<file path="src/rtl/io_read_arbiter.sv">
// Round-robin arbiter that funnels several word sources into one Octavo I/O read
// port through a single-entry buffer, one word per cycle when the CPU keeps reading.
//   state | meaning
//   EMPTY | no word held, io_read_EF low
//   FULL  | word held for the CPU, io_read_EF high
module io_read_arbiter #(
  parameter int WORD_WIDTH      = 36,
  parameter int REQUESTER_COUNT = 4,
  parameter int REQUESTER_WIDTH = 2
) (
  input  logic                                  clock,
  input  logic                                  reset_n,
  input  logic [REQUESTER_COUNT-1:0]            req_valid,
  input  logic [REQUESTER_COUNT*WORD_WIDTH-1:0] req_data,
  output logic [REQUESTER_COUNT-1:0]            req_ready,
  output logic                                  io_read_EF,
  output logic [WORD_WIDTH-1:0]                 io_read_data,
  input  logic                                  io_rden,
  output logic [REQUESTER_WIDTH-1:0]            grant_id,
  output logic                                  underflow
);

  typedef enum logic {EMPTY = 1'b0, FULL = 1'b1} state_t;

  localparam logic [REQUESTER_WIDTH-1:0] LAST_ID = REQUESTER_WIDTH'(REQUESTER_COUNT - 1);

  state_t                     state, state_next;
  logic [REQUESTER_WIDTH-1:0] last_grant;
  logic [REQUESTER_WIDTH-1:0] winner;
  logic [REQUESTER_WIDTH-1:0] search_id;
  logic [WORD_WIDTH-1:0]      winner_word;
  logic                       found;
  logic                       accept;

  // Walk one lap starting just after last_grant, wrapping at LAST_ID for any count.
  always_comb begin
    winner    = '0;
    found     = 1'b0;
    search_id = last_grant;
    for (int i = 0; i < REQUESTER_COUNT; i++) begin
      search_id = (search_id == LAST_ID) ? '0 : search_id + 1'b1;
      if (!found && req_valid[search_id]) begin
        found  = 1'b1;
        winner = search_id;
      end
    end
  end

  always_comb begin
    winner_word = '0;
    for (int i = 0; i < REQUESTER_COUNT; i++) begin
      if (winner == REQUESTER_WIDTH'(i)) winner_word = req_data[i*WORD_WIDTH +: WORD_WIDTH];
    end
  end

  always_comb begin
    state_next = state;
    req_ready  = '0;
    accept     = ((state == EMPTY) || io_rden) && found;
    case (state)
      EMPTY: if (accept) state_next = FULL;
      FULL:  if (io_rden && !accept) state_next = EMPTY;
    endcase
    if (accept && reset_n) req_ready = REQUESTER_COUNT'(1) << winner;
  end

  always_ff @(posedge clock) begin
    if (!reset_n) state <= EMPTY;
    else          state <= state_next;
  end

  always_ff @(posedge clock) begin
    if (!reset_n) begin
      io_read_data <= '0;
      grant_id     <= '0;
      last_grant   <= LAST_ID;
      underflow    <= 1'b0;
    end else begin
      if (accept) begin
        io_read_data <= winner_word;
        grant_id     <= winner;
        last_grant   <= winner;
      end
      if (io_rden && (state == EMPTY)) underflow <= 1'b1;
    end
  end

  assign io_read_EF = (state == FULL);

endmodule

</file>
<file path="config.mk">
export PLATFORM = sky130hd
export DESIGN_NAME = io_read_arbiter
export DESIGN_NICKNAME = d
export VERILOG_FILES = /design/src/rtl/io_read_arbiter.sv
export SDC_FILE = /design/constraint.sdc
export NUM_CORES = 1
export LEC_CHECK = 0
export CAP_MARGIN = 10
export CORE_UTILIZATION = 37
export DETAILED_ROUTE_END_ITERATION = 10
export GPL_ROUTABILITY_DRIVEN = 0
export HOLD_SLACK_MARGIN = 0.08
export MAX_ROUTING_LAYER = met4
export PLACE_DENSITY = 0.88
export SLEW_MARGIN = 20
export SYNTH_ARGS = -nofsm -noshare
export SYNTH_HDL_FRONTEND = slang
export SYNTH_SLANG_ARGS = --single-unit
</file>
<file path="constraint.sdc">
create_clock -name clock -period 4.69 [get_ports clock]
set_input_delay 0.938 -clock clock [delete_from_list [all_inputs] [get_ports clock]]
set_output_delay 0.938 -clock clock [all_outputs]
set_load 0.02 [all_outputs]
</file>
==> key figures <==
Status
  • Status: completed

Synthesis
  • Mapped Avg Cell Area: 9.43 um2
  • EDFF count, synth: 0
  • Dominant cells by area after synthesis: dfxtp_1 32%, mux2i_1 28%, o221ai_1 12%, nand2_1 5.8%, buf_12 3.9%
  • Syn Nets: around 430
  • Ys Warns: 0
  • Ys async rst share: 0
  • Top FF cell, synth: dfxtp_1
  • Yosys cell types: 40
  • Top-count cell post-synth: mux2i_1
  • Synth Cell Area: ~0.0026 mm2
  • Top-area cell type share of the netlist area: 0.324
  • Synth cell count leaders: 72 x mux2i_1, 42 x dfxtp_1, 40 x nand2_1
  • Cell taking the most area after synthesis: dfxtp_1
  • Synth Instances: 275
  • Post-synthesis register bit count: 42
  • Register area share after synthesis: 0.324

Die
  • Die H: 85.7 um
  • IO Count: 195
  • Core outline area: between 0.006 and 0.007 mm2
  • Row count: 30
  • Initial Utilization: 0.382
  • Die width: around 86 um
  • Die ar.: 0.00735 mm2

Global route
  • Largest net degree at the start of global routing: 31
  • Total track usage: 0.232
  • Grt total ovfl: 0
  • Initial antenna violation count: 0
  • Vias in the first global route: 2887
  • First-pass GRT wire length: 13200 um

Setup path
  • CP Max Fanout: 10
  • WS Path Type: in2out
  • WP data required: 3.75 ns
  • Critical Path Most Common Cell: clkdlybuf4s50_1
  • Slowest stage delay, CP: 0.67 ns
  • CP max stage cell: clkdlybuf4s50_1
  • Crit start category: input pin
  • Cell family with most CP delay: buffers and inverters
  • FF-to-FF path depth: 8
  • Levels on crit path: 8
  • Critical-path cell list: clkdlybuf4s50_1 -> a21oi_1 -> o2111a_1 -> a311oi_1 -> o21ai_1 -> a21o_1 -> nor2_1 -> clkdlybuf4s50_1
  • Worst Path Buf+Inv: 2
  • Crit path DAT: between 3 and 4 ns
  • Worst Setup End Kind: primary output

Detailed routing
  • Routed Antenna Nets: 0
  • 1st-iter DRT viols: 83
  • Met1 wire length: approximately 3400 um
  • Metal3 WL: 540 um
  • Residual DRC: 0
  • Drt total wl: 8380 um
  • First-pass DRT Iterations: 4
  • Via count: 2855
  • Vias/cell: 5.18
  • Top Metal Used: met4
  • Met2 wire len: 4260 um
  • Routed wire per std cell: ~15 um

Pwr
  • Worst IR Drop VDD: between 0.15 and 0.2 mV
  • Pleak: 1.74 nW
  • Comb pwr share: 0.561
  • Sw Share: 0.368
  • Sequential power share: 0.301
  • PwrDens: ~360 mW/mm2
  • Power after layout: 1.66 mW
  • Internal power: between 1 and 1.5 mW
  • Clk pwr share: 0.138
  • Net Sw Power: 0.611 mW

STA
  • Fin crit share: 0.924
  • Final Hold Viols: 0
  • Worst rel slew slack: 0.550
  • Worst Tran Pin Value: 0.672 ns
  • Final Skew: 0.00848 ns
  • RSZ-0062 raised after global routing: false
  • Setup TNS: 0 ns
  • Maximum clock frequency: approximately 0.23 GHz
  • Final Max Tran Viols: 0
  • # setup viols final: 0
  • Final Critical Period: approximately 4.3 ns

Final layout
  • Multi-input logic area: 0.00152 mm2
  • Fin nets: approximately 610
  • Final core utilization: 0.677
  • Fill count: about 560
  • Final cell count without fillers: 551
  • Share of cells above drive strength 1: 0.0418
  • Area grow syn2layout: 77.2%
  • Register area: 841 um2
  • Antenna Cells: 0

Clock network
  • CTS tree: built
  • Maximum clock path buffer count: 2
  • Post-CTS Setup Bufs: 0
  • Clk_lat worst skew: approximately 0.29 ns
  • Clock sinks: 42
  • H-tree depth reported by CTS: 2
  • Clock transition at path regs: 0.07 ns
  • Total CTS buffers: 5
  • CTS root buffer: clkbuf_8
  • CTS Hold Buffers Added: 0
  • CTS resizes: 0

Placed design
  • HPWL Detailed: 6580 um
  • Port Buffer Count: 194
  • Placed insts: 545

Flow run
  • MaxCap Viol Count: 0

Min path
  • Worst Hold Class: reg2reg
  • Hold Path Depth: 2
-- sequential cells by signal, summed over array words and instances (netlist names) --
signal,flops
underflow,1
io_read_EF,1
grant_id,2
last_grant,2
io_read_data,36
-- layout by cell type (no fill, tap or decap), drive strengths merged, types with 2 or more instances in the layout --
| cell | count |
|---|---|
| mux2i | 72 |
| inv | 6 |
| o221ai | 37 |
| a21oi | 5 |
| a21o | 2 |
| buf | 8 |
| dfxtp | 42 |
| clkdlybuf4s50 | 194 |
| nand2 | 41 |
| o21ai | 5 |
| nand2b | 2 |
| a21boi | 2 |
| clkbuf | 6 |
| nor3b | 2 |
| nor2 | 14 |
-- power by group through the flow --
stage | clock network (mW) | logic [mW] | registers, mW
final | 0.228 | 0.931 | 0.500
after global routing | 0.250 | 0.988 | 0.511
after CTS | 0.236 | 0.935 | 0.499
after detailed placement | 0 | 0.932 | 0.506
after global placement | 0 | 0.913 | 0.502
after floorplan | 0 | 0.507 | 0.605
-- worst paths after layout --
kind	start	endpoint	slack, ns
max	req_valid[2]	req_ready[3]	0.36
min	io_read_data[7]$_SDFFE_PN0P_	io_read_data[7]$_SDFFE_PN0P_	0.47
max reg2reg	last_grant[0]$_SDFFE_PN1P_	io_read_data[33]$_SDFFE_PN0P_	1.68
min reg2reg	io_read_data[7]$_SDFFE_PN0P_	io_read_data[7]$_SDFFE_PN0P_	0.47
-- tightest hold or removal path: stages (launching register included) --
cell and delay, ns:
dfxtp_1 0.33, nand2_1 0.05, o221ai_1 0.05
-- cell families (layout without fill, tap and decap cells) --
logic type | Yosys count | in the layout | synth area share
flops | 42 | 42 | 0.324
buf+inv | 34 | 214 | 0.0921
mux | 72 | 72 | 0.278
fa+ha+maj | 1 | 1 | 0.00482
compound gates | 59 | 59 | 0.190
simple gates | 67 | 67 | 0.111
-- routing by layer --
metal | GRT usage | up-vias
met3 | 0.0510 | 12
li1 | - | 1391
met1 | 0.259 | 1316
met2 | 0.409 | 136
met5 | - | -
met4 | 0.0788 | 0
-- metrics by stage --
step	instance area (um2)	hold slack [ns]	setup slack, ns
global placement	4510	0.441	0.464
CTS	4600	0.471	0.380
floorplan	2590	0.487	1.19
detailed placement	4510	0.450	0.395
global route	4600	0.494	0.172
finish	4600	0.469	0.356
-- area by class of cell --
| cell class | instances | share of cell area |
|---|---|---|
| Timing Repair Buffer | 202 | 0.438 |
| Multi-Input combinational cell | 199 | 0.330 |
| Sequential cell | 42 | 0.183 |
| Tap cell | 96 | 0.0261 |
| Clock buffer | 6 | 0.0180 |
| Inverter | 6 | 0.00490 |
Power figures use the tool's default switching activity.
